===== config.mk =====
export PLATFORM = sky130hd
export DESIGN_NAME = pll_lock_supervisor
export DESIGN_NICKNAME = d
export VERILOG_FILES = /design/src/rtl/pll_sup_pkg.sv /design/src/rtl/sync_2ff.sv /design/src/rtl/pll_lock_supervisor.sv
export SDC_FILE = /design/constraint.sdc
export NUM_CORES = 1
export LEC_CHECK = 0
export CAP_MARGIN = 20
export CORE_MARGIN = 5
export CORE_UTILIZATION = 44
export CTS_BUF_LIST = sky130_fd_sc_hd__clkbuf_16
export CTS_CLUSTER_SIZE = 24
export DETAILED_ROUTE_END_ITERATION = 8
export MAX_ROUTING_LAYER = met4
export PLACE_DENSITY_LB_ADDON = 0.3
export SYNTH_ARGS = -nofsm -noshare
export SYNTH_HDL_FRONTEND = slang
export SYNTH_SLANG_ARGS = --single-unit

===== constraint.sdc =====
create_clock -name Clock -period 5.65 [get_ports Clock]
set_input_delay 0.8475 -clock Clock [delete_from_list [all_inputs] [get_ports Clock]]
set_output_delay 0.8475 -clock Clock [all_outputs]
set_load 0.02 [all_outputs]

===== src/rtl/pll_sup_pkg.sv =====
// Shared constants for the PLL lock supervisor: state encoding, state width
// and a constant-evaluable clog2 used to size counters and ports.
package pll_sup_pkg;

   localparam int STATE_W = 3;

   localparam logic [STATE_W-1:0] ST_OFF       = 3'd0;
   localparam logic [STATE_W-1:0] ST_POWERDOWN = 3'd1;
   localparam logic [STATE_W-1:0] ST_WAIT_LOCK = 3'd2;
   localparam logic [STATE_W-1:0] ST_STABLE    = 3'd3;
   localparam logic [STATE_W-1:0] ST_RUN       = 3'd4;
   localparam logic [STATE_W-1:0] ST_FAULT     = 3'd5;

   // Never returns 0, so a degenerate parameter still yields a 1-bit vector.
   function automatic int clog2(input int n);
      int r;
      r = 0;
      for (int i = 0; i < 31; i++)
         if ((1 << i) < n) r = i + 1;
      return (r < 1) ? 1 : r;
   endfunction

endpackage


===== src/rtl/sync_2ff.sv =====
// Generic 1-bit two-flop synchronizer, asynchronously cleared to 0.
module sync_2ff (
   input  logic clk_i,
   input  logic rst_i,
   input  logic d_i,
   output logic q_o
);

   logic meta_q, sync_q;

   always_ff @(posedge clk_i or posedge rst_i) begin
      if (rst_i) begin
         meta_q <= 1'b0;
         sync_q <= 1'b0;
      end else begin
         meta_q <= d_i;
         sync_q <= meta_q;
      end
   end

   assign q_o = sync_q;

endmodule


===== src/rtl/pll_lock_supervisor.sv =====
// Power-up / lock-qualification sequencer for one CCC/PLL, clocked by the
// free-running system clock; releases the PLL-domain reset once lock is stable.
module pll_lock_supervisor
   import pll_sup_pkg::*;
#(
   parameter int PD_CYCLES    = 64,
   parameter int LOCK_TIMEOUT = 65536,
   parameter int LOCK_STABLE  = 256,
   parameter int MAX_RETRIES  = 3,
   parameter int RST_HOLD     = 16
) (
   input  logic                                 Clock,
   input  logic                                 Reset,
   input  logic                                 Enable,
   input  logic                                 Restart,
   input  logic                                 PLL_LOCK,
   output logic                                 PLL_POWERDOWN_N,
   output logic                                 Fabric_Reset,
   output logic                                 Locked,
   output logic                                 Fault,
   output logic                                 Lost_Lock,
   output logic [clog2(MAX_RETRIES+1)-1:0]      Retry_Count,
   output logic [STATE_W-1:0]                   State
);

   localparam int CNT_MAX_A = (PD_CYCLES > LOCK_TIMEOUT) ? PD_CYCLES : LOCK_TIMEOUT;
   localparam int CNT_MAX_B = (LOCK_STABLE > RST_HOLD) ? LOCK_STABLE : RST_HOLD;
   localparam int CNT_MAX   = (CNT_MAX_A > CNT_MAX_B) ? CNT_MAX_A : CNT_MAX_B;
   localparam int CNT_W     = clog2(CNT_MAX);
   localparam int RC_W      = clog2(MAX_RETRIES + 1);

   localparam logic [CNT_W-1:0] PD_LAST = CNT_W'(PD_CYCLES - 1);
   localparam logic [CNT_W-1:0] TO_LAST = CNT_W'(LOCK_TIMEOUT - 1);
   localparam logic [CNT_W-1:0] LS_LAST = CNT_W'(LOCK_STABLE - 1);
   localparam logic [CNT_W-1:0] RH_LAST = CNT_W'(RST_HOLD - 1);
   localparam logic [RC_W-1:0]  RC_MAX  = RC_W'(MAX_RETRIES);

   logic                lock_s;
   logic [STATE_W-1:0]  state_q, state_d;
   logic [CNT_W-1:0]    cnt_q, cnt_d;
   logic [RC_W-1:0]     retry_q, retry_d;
   logic                enter, lost;
   logic                pd_n_q, pd_n_d;
   logic                fab_rst_q, fab_rst_d;
   logic                locked_q, locked_d;
   logic                fault_q, fault_d;
   logic                lost_q;

   sync_2ff u_lock_sync (
      .clk_i (Clock),
      .rst_i (Reset),
      .d_i   (PLL_LOCK),
      .q_o   (lock_s)
   );

   // enter marks any state entry, including a Restart back into POWERDOWN.
   always_comb begin
      state_d = state_q;
      retry_d = retry_q;
      enter   = 1'b0;
      lost    = 1'b0;
      if (!Enable) begin
         state_d = ST_OFF;
         retry_d = '0;
         enter   = (state_q != ST_OFF);
      end else if (Restart && (state_q != ST_OFF)) begin
         state_d = ST_POWERDOWN;
         retry_d = '0;
         enter   = 1'b1;
      end else begin
         case (state_q)
            ST_OFF: begin
               state_d = ST_POWERDOWN;
               retry_d = '0;
               enter   = 1'b1;
            end
            ST_POWERDOWN:
               if (cnt_q == PD_LAST) begin
                  state_d = ST_WAIT_LOCK;
                  enter   = 1'b1;
               end
            ST_WAIT_LOCK:
               if (lock_s) begin
                  state_d = ST_STABLE;
                  enter   = 1'b1;
               end else if (cnt_q == TO_LAST) begin
                  if (retry_q != RC_MAX) retry_d = retry_q + 1'b1;
                  state_d = (retry_d == RC_MAX) ? ST_FAULT : ST_POWERDOWN;
                  enter   = 1'b1;
               end
            ST_STABLE:
               if (!lock_s) begin
                  state_d = ST_WAIT_LOCK;
                  enter   = 1'b1;
               end else if (cnt_q == LS_LAST) begin
                  state_d = ST_RUN;
                  retry_d = '0;
                  enter   = 1'b1;
               end
            ST_RUN:
               if (!lock_s) begin
                  state_d = ST_POWERDOWN;
                  lost    = 1'b1;
                  enter   = 1'b1;
               end
            ST_FAULT: ;
            default: begin
               state_d = ST_OFF;
               enter   = 1'b1;
            end
         endcase
      end
   end

   // Counter holds in OFF/FAULT and saturates in RUN once the reset hold is done.
   always_comb begin
      cnt_d = cnt_q + 1'b1;
      if (enter)
         cnt_d = '0;
      else if ((state_q == ST_OFF) || (state_q == ST_FAULT))
         cnt_d = cnt_q;
      else if ((state_q == ST_RUN) && (cnt_q == RH_LAST))
         cnt_d = cnt_q;
   end

   always_comb begin
      pd_n_d    = (state_d == ST_WAIT_LOCK) || (state_d == ST_STABLE) || (state_d == ST_RUN);
      fab_rst_d = !((state_d == ST_RUN) && !enter && (cnt_q == RH_LAST));
      locked_d  = (state_d == ST_RUN);
      fault_d   = (state_d == ST_FAULT);
   end

   always_ff @(posedge Clock or posedge Reset) begin
      if (Reset) begin
         state_q   <= ST_OFF;
         cnt_q     <= '0;
         retry_q   <= '0;
         pd_n_q    <= 1'b0;
         fab_rst_q <= 1'b1;
         locked_q  <= 1'b0;
         fault_q   <= 1'b0;
         lost_q    <= 1'b0;
      end else begin
         state_q   <= state_d;
         cnt_q     <= cnt_d;
         retry_q   <= retry_d;
         pd_n_q    <= pd_n_d;
         fab_rst_q <= fab_rst_d;
         locked_q  <= locked_d;
         fault_q   <= fault_d;
         lost_q    <= lost;
      end
   end

   assign PLL_POWERDOWN_N = pd_n_q;
   assign Fabric_Reset    = fab_rst_q;
   assign Locked          = locked_q;
   assign Fault           = fault_q;
   assign Lost_Lock       = lost_q;
   assign Retry_Count     = retry_q;
   assign State           = state_q;

endmodule

* After elaboration in Yosys (flattened, before gate mapping)
Cells that the tools add are included.
** Word-level totals
- Bits in registers :: 28
- Memories :: 0
- ROM bits :: 0
- Bits of input ports :: 5
- Bits in latches :: 0
- Memory bits (writable) :: 0
** Cells by class
- Reduce and logical (&&, ||, !) cells :: 13
- $lt $le $gt $ge :: 0
- Multipliers :: 0
- Bitwise logic cells :: 0
- $add $sub $neg :: 2
- Equality and inequality tests :: 22
- Multiplexer cells :: 38
- Shift-type cells :: 0
- Divide/modulo/power cells :: 0
** Operator list (count)
- 2-to-1 mux 16 bit :: 3
- 2-to-1 mux 3 bit :: 9
- 2-to-1 mux 2 bit :: 12
- case mux 3 bit (6 select lines) :: 1
- adder 16 x 1 -> 16 bit (second input constant) :: 1
- equality test 16 bit (second input constant) :: 1
- equality test 16 x 4 -> 1 bit (second input constant) :: 1
- equality test 16 x 6 -> 1 bit (second input constant) :: 1
- equality test 16 x 8 -> 1 bit (second input constant) :: 1
- equality test 3 x 2 -> 1 bit (second input constant) :: 4
- equality test 3 bit (second input constant) :: 4
- != test 4 bit (second input constant) :: 3
- 2-to-1 mux 1 bit :: 11
- != test 2 bit (second input constant) :: 3
- case mux 2 bit (3 select lines) :: 1
- != test 5 x 1 -> 1 bit (second input constant) :: 1
- case mux 1 bit (5 select lines) :: 1
- AND reduction 5 bit :: 1
- logical AND 1 bit :: 4
- != test 4 x 3 -> 1 bit (second input constant) :: 1
- equality test 3 x 1 -> 1 bit (second input constant) :: 1
- zero test 3 bit :: 1
- logical OR 1 bit :: 3
- nonzero test 3 bit :: 1
- 4 further kinds :: 5

* Longest topological paths before layout
Gate-level depths: netlist of the first run.
- Depth after elaboration :: 18
- Mapped depth :: 7
- Gate-level depth less buffers :: 7

* Modules after synthesis
A second synthesis of the first run with hierarchy kept.
** Second synthesis, totals
- Cells, all modules :: 175
- Area, all modules :: 1615.3 µm²
** By module, submodules not included
- pll_lock_supervisor :: cells an instance 172, times used 1, area each 1561.5 µm²
- sync_2ff :: cells an instance 3, times used 1, area each 53.8 µm²

* Least setup slack after synthesis of the first run
OpenSTA, ideal clock, no wires.
- Kind :: reg-to-reg
- Start :: register cnt_q[11]
- End :: register fab_rst_q (netlist: Fabric_Reset)
- Slack :: 3.387 ns
- Cell stages (with the launch flop) :: 6
- Path buffers :: 0
- Arrival :: 2.169 ns
- Cells stage by stage :: dfrtp_1 > or4_4 > nor4_4 > a221oi_2 > or3_4 > or4_1
** Between the ends
- Word-level cells in the longest chain between the ends :: 10
- Elaborated cells between the ends (all ways) :: 25
- Classes of those cells :: eq/ne (5); mux (16); reduce/logical (4)
** RTL lines
- start, declared :: RTL line pll_lock_supervisor.sv:40 : logic [CNT_W-1:0] cnt_q, cnt_d;
- start signal, assigned :: RTL line pll_lock_supervisor.sv:145 : cnt_q <= cnt_d;
- equality test 16 x 8 -> 1 bit / equality test 16 bit (equally long branches) :: RTL line pll_lock_supervisor.sv:95, pll_lock_supervisor.sv:86
- 2-to-1 mux 3 bit, or another cell as far along :: RTL line pll_lock_supervisor.sv:95 : end else if (cnt_q == LS_LAST) begin
- 2-to-1 mux 3 bit, or another cell as far along :: RTL line pll_lock_supervisor.sv:92 : if (!lock_s) begin
- case mux 3 bit (6 select lines) / case mux 1 bit (5 select lines) (equally long branches) :: RTL line pll_lock_supervisor.sv:71 : case (state_q)
- 2-to-1 mux 3 bit / 2-to-1 mux 1 bit (equally long branches) :: RTL line pll_lock_supervisor.sv:66 : end else if (Restart && (state_q != ST_OFF)) begin
- 2-to-1 mux 3 bit / 2-to-1 mux 1 bit (equally long branches) :: RTL line pll_lock_supervisor.sv:62 : if (!Enable) begin
- equality test 3 bit / zero test 1 bit (equally long branches) :: RTL line pll_lock_supervisor.sv:128 : fab_rst_d = !((state_d == ST_RUN) && !enter && (cnt_q == RH_LAST));
- logical AND 1 bit :: RTL line pll_lock_supervisor.sv:128
- logical AND 1 bit * :: RTL line pll_lock_supervisor.sv:128
- zero test 1 bit * :: RTL line pll_lock_supervisor.sv:128
- via fab_rst_d :: RTL line pll_lock_supervisor.sv:44 : logic fab_rst_q, fab_rst_d;
- end signal, assigned :: RTL line pll_lock_supervisor.sv:148 : fab_rst_q <= fab_rst_d;
- end, declared :: RTL line pll_lock_supervisor.sv:44
Mark *: on every way through the listed nets, which the timed path passes. The rest lies on a longest branch.
A chain may end at the register's enable or synchronous reset.

* Worst setup path after layout of the first run
Same ends and word-level chain as after synthesis.

==> impl_metrics.yaml, run 1 <==
hold_path:
  min-delay-path-class: "flop to flop"
setup_path:
  cp-start-kind: "flop"
  arrival_ps: 2960
  end_kind: "flop"
  r2r_slack_ps: 2890
  cp.required_ps: 5850
  timing.rr.end: "Fabric_Reset"
  crit_start: "cnt_q[11]"
  endpoint: "Fabric_Reset"
  reg2reg_from: "cnt_q[11]"
  cp_max_fo: 17
  critPathKind: "flop to flop"
  rr_worst_depth: 5
timing:
  max_freq_mhz: 363
  setup_tns_ps: 0
  finalCritPeriodShare_pct: 48.8
  final-hold-violation-count: 0
  rsz0062_at_grt: "no"
  period_needed_ps: 2760
  max_slew_margin_pct: 41.9
  worst_pin_slew_ps: 871
  finalSetupViolCount: 0
  drv_slew: 0
  fin_skew_ps: 5.28
floorplanning:
  io_pins: 15
  die_area_sq_mm: 0.00494
  start_util_pct: 44.7
  core.rowCount: 22
  die_w_um: 70.3
  core_sq_mm: 0.00358
  fp.dieH_um: 70.3
synthesis:
  syn_area_sq_mm: 0.00160
  synth.avg_cell_area_sq_um: 9.14
  yosysWarnings: 0
  synthFlopType: "dfrtp_1"
  synth.top_cells.by_area: "dfrtp_1, a21oi_1, or4_1"
  synthTopCellsByCount: "dfrtp_1, a21oi_1, nor2_1"
  synth_cell_types: 42
  synth_top_area_cell: "dfrtp_1"
  synth_top_area_share_pct: 42.3
  synth_edf_count: 0
  synthArstFlopShare_pct: 100
  synth_most_common_cell: "dfrtp_1"
  synthCells: 175
  syn-num-nets: 181
  yosysSeqAreaShare_pct: 43.9
  ys_ff_latch: 28
route:
  first_pass_iters: 4
  routed_wl_mm: 3.57
  vias_per_cell: 6.03
  ant_nets: 0
  drtIter0Drc: 81
  wire_per_inst_um: 15.3
  drc: 0
  vias: 1404
placement:
  numPortBuffers: 14
  dpl.hpwl_mm: 2.52
  gp_congestion: 0.970
  placed_area_sq_mm: 0.00176
pwr:
  p_int_w: 0.000320
  powerDensity_mw_per_mm2: 228
  clkPwrFrac_pct: 37.8
  combinationalPowerShare_pct: 12.4
  p_switching_w: 0.000107
  seq_power_share_pct: 49.7
  swShare_pct: 25.0
  ir_drop_mv: 0.121
  power.leakage_nw: 0.711
job:
  max_cap_violations: 0
clocking:
  cts_setup_buffers: 0
  clkTransAtPathRegs_ps: 70
  cts_tree: "built"
  root_buffer: "clkbuf_16"
  ctsResizeCount: 0
  cts.sinks: 28
  cts_hold_buf: 0
  cts_buffer_depth: 2
  cts_made_buffers: 3
  clock_latency_ps: 260
  htree_levels: 1
global_route:
  grt-ovfl-total: 0
  first_global_vias: 1353
  grt_start_max_net_pins: 29
  grt_use_total_pct: 16.1
  antenna_found_initial: 0
  grt_pass1_wl_mm: 6.35
final_layout:
  post-route-cell-area_sq_mm: 0.00187
  drive_gt1_share_pct: 9.19
  diodes: 0
  syn_to_final_growth_pct: 16.9
  nets: 192
status:
  status: "complete, no violations"
[power groups by stage]
stage,Clock [W],Sequential (W),Combinational (W)
global placement,0,0.000215,0.0000495
floorplan,0,0.000215,0.0000366
finish,0.000162,0.000212,0.0000530
global route,0.000174,0.000213,0.0000586
CTS,0.000165,0.000212,0.0000510
detailed placement,0,0.000216,0.0000505
[through the flow]
step | hold WS, ps | total power, W | worst slack, ps | util (%) | instances
2_1_floorplan | 331 | 0.000251 | 3390 | - | 175
3_3_place_gp | 334 | 0.000265 | 2820 | 49.3 | 228
3_5_place_dp | 352 | 0.000266 | 2690 | 49.3 | 228
4_1_cts | 369 | 0.000428 | 2900 | 51.5 | 232
5_1_grt | 392 | 0.000445 | 2680 | 52.2 | 233
6_report | 371 | 0.000427 | 2890 | 52.2 | 233
[critical path, cell delays in order, from the launching register on]
cell and delay [ps]:
dfrtp_1 430, or4_4 600, nor4_1 530, a21oi_1 170
a32oi_2 730, or4_1 240
[worst min path at each step]
| stage | start | to | slack (ps) | cells past startpoint |
|---|---|---|---|---|
| final | u_lock_sync.meta_q | u_lock_sync.q_o | 370 | 0 |
| after global routing | u_lock_sync.meta_q | u_lock_sync.q_o | 390 | 0 |
| after CTS | u_lock_sync.meta_q | u_lock_sync.q_o | 370 | 0 |
| after detailed placement | u_lock_sync.meta_q | u_lock_sync.q_o | 350 | 0 |
| after global placement | u_lock_sync.meta_q | u_lock_sync.q_o | 330 | 0 |
| after floorplan | u_lock_sync.meta_q | u_lock_sync.q_o | 330 | 0 |
[layer usage]
| layer | routed length, um | up-vias | GRT usage (%) |
|---|---|---|---|
| met4 | 26 | 0 | 4.89 |
| met1 | 1570 | 679 | 21.8 |
| li1 | - | 673 | - |
| met3 | 209 | 5 | 3.45 |
| met5 | 0 | - | - |
| met2 | 1770 | 47 | 24.0 |
[state kept, by name, summed over array words and instances (netlist names)]
| signal | flops |
|---|---|
| PLL_POWERDOWN_N | 1 |
| State | 3 |
| cnt_q | 16 |
| u_lock_sync.meta_q | 1 |
| Fabric_Reset | 1 |
| Fault | 1 |
| u_lock_sync.q_o | 1 |
| Retry_Count | 2 |
| Locked | 1 |
| Lost_Lock | 1 |
[area by class of cell]
class                      count  area [sq um]
inverter                      10          37.5
fill                         333          1710
clock buffer                   3          75.1
timing repair buffer          15           168
tap                           48          60.1
multi-input combinational    128           823
sequential                    28           702
clock inverter                 1          3.75
[layout by cell type, fill, tap and decap left out, drive strengths merged]
cell type and n:
o22ai 1, a32oi 1, clkinv 1, a21oi 19
xor2 1, mux2i 1, a221oi 1, inv 10
clkbuf 3, a2111oi 2, nand2b 3, and3 2
o21ai 10, o211a 1, o31ai 7, dfstp 1
buf 1, or4 10, nor3b 1, and2 2
nand3b 1, a21o 1, clkdlybuf4s50 14, nor2 11
o21a 2, nor3 4, a31oi 2, xnor2 2
nand2 9, nand4 4, or2 3, or3b 1
nor4 6, a211oi 1, or3 7, o22a 1
ha 1, nand3 9, dfrtp 27, nand4b 1
[cell families (layout without fill, tap and decap cells)]
family                   after synthesis  after routing  synth area share (%)
multiplexers                           1              1                 0.626
flip-flops                            28             28                  43.9
adder cells (fa/ha/maj)                1              1                 0.782
XOR/XNOR                               3              3                  1.64
buffers and inverters                 19             29                  4.62
AND/OR/NAND/NOR                       74             74                  27.8
AO/OA/AOI/OAI                         49             49                  20.7
(Power assumes the default switching activity.)
==> run 2, diff against run 1 <==
==> constraint.sdc (replaced) <==
create_clock -name Clock -period 2.87 [get_ports Clock]
set_input_delay 0.4305 -clock Clock [delete_from_list [all_inputs] [get_ports Clock]]
set_output_delay 0.4305 -clock Clock [all_outputs]
set_load 0.02 [all_outputs]
==> run 2 against run 1 <==
  * Total power is 99% higher
  * Largest cell class unchanged
  * Core utilization is 0.28 points higher
  * Via count is 0.28% higher
==> impl_metrics.yaml, run 2 (same netlist as run 1, synthesis figures left out) <==
pwr:
  seq_power_share_pct: 48.8
  p_int_w: 0.000635
  combinationalPowerShare_pct: 13.3
  clkPwrFrac_pct: 37.9
  powerDensity_mw_per_mm2: 453
  power.leakage_nw: 0.726
  p_switching_w: 0.000216
  swShare_pct: 25.3
  ir_drop_mv: 0.232
clocking:
  cts_setup_buffers: 0
  clkTransAtPathRegs_ps: 70
  cts_made_buffers: 3
  ctsResizeCount: 0
  cts.sinks: 28
  htree_levels: 1
  root_buffer: "clkbuf_16"
  cts_buffer_depth: 2
  cts_hold_buf: 0
  cts_tree: "built"
  clock_latency_ps: 270
final_layout:
  syn_to_final_growth_pct: 17.5
  post-route-cell-area_sq_mm: 0.00188
  drive_gt1_share_pct: 11.1
  final_common_cell: "dfrtp_1"
  diodes: 0
  regMostFlops: "cnt_q"
  largest_reg_flops: 16
  nets: 196
  final_cell_mix: "dfrtp_1, a21oi_1, clkdlybuf4s50_1"
setup_path:
  critPathTopFamily: "simple AND/OR/NAND/NOR gates"
  r2r_slack_ps: 430
  path_cells: "or4_4, nor4_1, o22a_2, a31oi_4, or4_1"
  critPathBufInv: 0
  cp-start-kind: "flop"
  arrival_ps: 2620
  cp.required_ps: 3040
  cpMaxStageDelayCell: "or4_4"
  critPathKind: "flop to flop"
  end_kind: "flop"
  cp_max_fo: 6
  cpPeakStageDelay_ps: 600
timing:
  drv_slew: 0
  finalSetupViolCount: 0
  worst_pin_slew_ps: 622
  finalCritPeriodShare_pct: 85.1
  max_freq_mhz: 409
  setup_tns_ps: 0
  fin_skew_ps: 12.5
  final-hold-violation-count: 0
  period_needed_ps: 2440
  rsz0062_at_grt: "no"
  max_slew_margin_pct: 57.4
global_route:
  grt_pass1_wl_mm: 6.56
  grt_start_max_net_pins: 29
  antenna_found_initial: 0
  grt_use_total_pct: 16.5
  grt-ovfl-total: 0
  first_global_vias: 1338
floorplanning:
  fp.dieH_um: 70.3
  core_sq_mm: 0.00358
  io_pins: 15
  die_w_um: 70.3
  core.rowCount: 22
  die_area_sq_mm: 0.00494
  start_util_pct: 44.7
route:
  first_pass_iters: 4
  ant_nets: 0
  routed_wl_mm: 3.74
  wire_per_inst_um: 15.8
  vias_per_cell: 5.94
  drc: 0
  drtIter0Drc: 69
  vias: 1408
placement:
  dpl.hpwl_mm: 2.72
  placed_area_sq_mm: 0.00180
  gp_congestion: 0.993
  numPortBuffers: 14
hold_path:
  min-delay-path-class: "flop to flop"
status:
  status: "complete, no violations"
job:
  max_cap_violations: 0
[run 2: cell types whose count changed in the layout (fill, tap and decap cells not counted)]
| cell | previous run | this run |
|---|---|---|
| buf_16 | 1 | 0 |
| buf_4 | 0 | 5 |
| clkinv_1 | 1 | 0 |
| inv_1 | 10 | 11 |
[run 2: path summary, 6_finish.rpt]
| kind | cells after the start | from | to |
|---|---|---|---|
| setup / recovery | 5 | cnt_q[11] | Fabric_Reset |
| hold / removal | 0 | u_lock_sync.meta_q | u_lock_sync.q_o |
| setup reg to reg | 5 | cnt_q[11] | Fabric_Reset |
| hold reg to reg | 0 | u_lock_sync.meta_q | u_lock_sync.q_o |
| max in group asynchronous | 3 | Reset | Fabric_Reset |
| min in group asynchronous | 3 | Reset | u_lock_sync.meta_q |
[run 2: per-layer routing]
layer	routed length (um)	vias up	global-route usage [%]	share of wire (%)
li1	-	681	-	-
met5	0	-	-	0
met2	1740	34	25.3	46
met3	139	7	3.17	3.7
met4	36	0	3.40	0.96
met1	1830	686	22.8	49
[run 2: metrics by stage]
stage | instances | utilization, % | total power, W | hold WS, ps | setup slack [ps]
after floorplan | 175 | - | 0.000495 | 331 | 607
after global placement | 233 | 50.3 | 0.000533 | 343 | 494
after detailed placement | 233 | 50.3 | 0.000536 | 335 | 459
after CTS | 237 | 52.5 | 0.000853 | 351 | 435
after global routing | 237 | 52.5 | 0.000885 | 361 | 231
final | 237 | 52.5 | 0.000851 | 351 | 427
[run 2: worst reg2reg max path, stage by stage (launching register included)]
cell and delay, ps:
dfrtp_1 440, or4_4 600, nor4_1 470, o22a_2 240, a31oi_4 110, or4_1 500
[run 2: power groups by stage]
| stage | clock, W | combinational, W | sequential, W |
|---|---|---|---|
| 6_report | 0.000322 | 0.000113 | 0.000415 |
| 5_1_grt | 0.000341 | 0.000127 | 0.000417 |
| 4_1_cts | 0.000324 | 0.000114 | 0.000415 |
| 3_5_place_dp | 0 | 0.000113 | 0.000422 |
| 3_3_place_gp | 0 | 0.000111 | 0.000422 |
| 2_1_floorplan | 0 | 0.0000721 | 0.000423 |
[run 2: layout make-up]
type | instances | area [sq um]
flip-flops and latches | 28 | 702
repair buffers | 19 | 178
inverters | 10 | 37.5
clock inverters | 1 | 3.75
well taps | 48 | 60.1
fillers | 332 | 1700
clock buffers | 3 | 75.1
multi-input cells | 128 | 823
==> run 3, diff against run 2 <==
--- a/config.mk
+++ b/config.mk
@@ -6,6 +6,7 @@
 export NUM_CORES = 1
 export LEC_CHECK = 0
 export CAP_MARGIN = 20
+export CORE_ASPECT_RATIO = 1.5
 export CORE_MARGIN = 5
 export CORE_UTILIZATION = 44
 export CTS_BUF_LIST = sky130_fd_sc_hd__clkbuf_16
@@ -13,6 +14,7 @@
 export DETAILED_ROUTE_END_ITERATION = 8
 export MAX_ROUTING_LAYER = met4
 export PLACE_DENSITY_LB_ADDON = 0.3
+export SLEW_MARGIN = 20
 export SYNTH_ARGS = -nofsm -noshare
 export SYNTH_HDL_FRONTEND = slang
 export SYNTH_SLANG_ARGS = --single-unit
==> run 3 against run 2 <==
  * Critical path depth grew 1
  * Total power increased by 10%
  * Die area rose by 0.49%
  * Via count is 1.4% higher
  * Largest cell class unchanged
  * Critical endpoint is now cnt_q[11]
==> impl_metrics.yaml, run 3 (same netlist as run 1, synthesis figures left out) <==
floorplanning:
  fp.dieH_um: 83.8
  die_w_um: 59.2
  die_area_sq_mm: 0.00496
  core.rowCount: 26
  core_sq_mm: 0.00345
  start_util_pct: 46.4
  io_pins: 15
hold_path:
  hp-start: "u_lock_sync.meta_q"
  min-delay-path-class: "flop to flop"
  whs_path_depth: 0
  min_to: "u_lock_sync.q_o"
global_route:
  antenna_found_initial: 0
  grt_start_max_net_pins: 29
  first_global_vias: 1428
  grt_use_total_pct: 16.9
  grt_pass1_wl_mm: 6.52
  grt-ovfl-total: 0
pwr:
  power.leakage_nw: 0.725
  p_switching_w: 0.000217
  p_int_w: 0.000723
  seq_power_share_pct: 44.4
  clkPwrFrac_pct: 44.2
  power.total_w: 0.000940
  powerDensity_mw_per_mm2: 499
  ir_drop_mv: 0.270
  combinationalPowerShare_pct: 11.3
  swShare_pct: 23.1
final_layout:
  regMostFlops: "cnt_q"
  final_cell_mix: "dfrtp_1, a21oi_1, clkdlybuf4s50_1"
  drive_gt1_share_pct: 10.7
  largest_reg_flops: 16
  final_common_cell: "dfrtp_1"
  syn_to_final_growth_pct: 17.8
  nets: 194
  fill_cells: 324
  diodes: 0
placement:
  numPortBuffers: 14
  gp_congestion: 1.00
  dpl.hpwl_mm: 2.83
timing:
  rsz0062_at_grt: "no"
  final-hold-violation-count: 0
  max_slew_margin_pct: 54.1
  fin_skew_ps: 2.52
  finalSetupViolCount: 0
  setup_tns_ps: 0
  worst_pin_slew_ps: 671
  period_needed_ps: 2480
  drv_slew: 0
  max_freq_mhz: 402
  finalCritPeriodShare_pct: 86.6
route:
  first_pass_iters: 4
  wire_per_inst_um: 16.5
  routed_wl_mm: 3.77
  ant_nets: 0
  drc: 0
  vias: 1428
  drtIter0Drc: 48
  vias_per_cell: 6.24
clocking:
  cts_setup_buffers: 0
  clkTransAtPathRegs_ps: 70
  htree_levels: 1
  cts_buffer_depth: 2
  cts_made_buffers: 3
  root_buffer: "clkbuf_16"
  ctsResizeCount: 0
  cts_tree: "built"
  cts.sinks: 28
  clock_latency_ps: 260
  cts_hold_buf: 0
status:
  status: "complete, no violations"
setup_path:
  timing.rr.end: "cnt_q[11]"
  cp-start-kind: "flop"
  rr_worst_depth: 6
  reg2reg_from: "cnt_q[11]"
  crit_start: "cnt_q[11]"
  r2r_slack_ps: 390
  arrival_ps: 2630
  critPathKind: "flop to flop"
  cp.required_ps: 3010
  cp_max_fo: 11
  end_kind: "flop"
job:
  max_cap_violations: 0
-- run 3: stage by stage --
stage	hold slack, ps	util (%)	std cells	setup WS (ps)	area, sq um
2_1_floorplan	331	-	175	607	1600
3_3_place_gp	332	51.6	225	483	1780
3_5_place_dp	351	51.6	225	443	1780
4_1_cts	367	54.6	229	427	1880
5_1_grt	367	54.6	229	245	1880
6_report	363	54.6	229	385	1880
-- run 3: worst max path at each step --
stage | end | cells after the start
2_1_floorplan | Fabric_Reset | 5
3_3_place_gp | Fabric_Reset | 5
3_5_place_dp | cnt_q[11] | 6
4_1_cts | cnt_q[14] | 6
5_1_grt | cnt_q[3] | 7
6_report | cnt_q[11] | 6
-- run 3: final cells by class --
type                       instances  area [sq um]  share of cell area, %
clock buffer                       3          75.1                   3.99
timing repair buffer              17           163                   8.64
sequential                        28           702                   37.3
inverter                          10          37.5                   1.99
clock inverter                     1          30.0                   1.59
tap                               42          52.6                   2.79
multi-input combinational        128           823                   43.7
-- run 3: worst max-delay path, cell delays in order (launching register included) --
cell	delay, ps
dfrtp_1	430
or4_4	590
nor4_1	510
a21oi_1	170
a32oi_2	350
buf_4	250
a21oi_1	60
-- run 3: metal layers --
layer	track usage [%]	up-vias	wire [um]
met5	-	-	0
met4	7.01	0	74
met3	2.17	7	138
met2	27.8	37	2070
met1	20.3	705	1500
li1	-	679	-
-- run 3: power groups by stage --
stage	Sequential [W]	Combinational, W	Clock (W)
2_1_floorplan	0.000423	0.0000721	0
3_3_place_gp	0.000424	0.000103	0
3_5_place_dp	0.000425	0.000107	0
4_1_cts	0.000417	0.000107	0.000422
5_1_grt	0.000419	0.000117	0.000437
6_report	0.000418	0.000106	0.000416
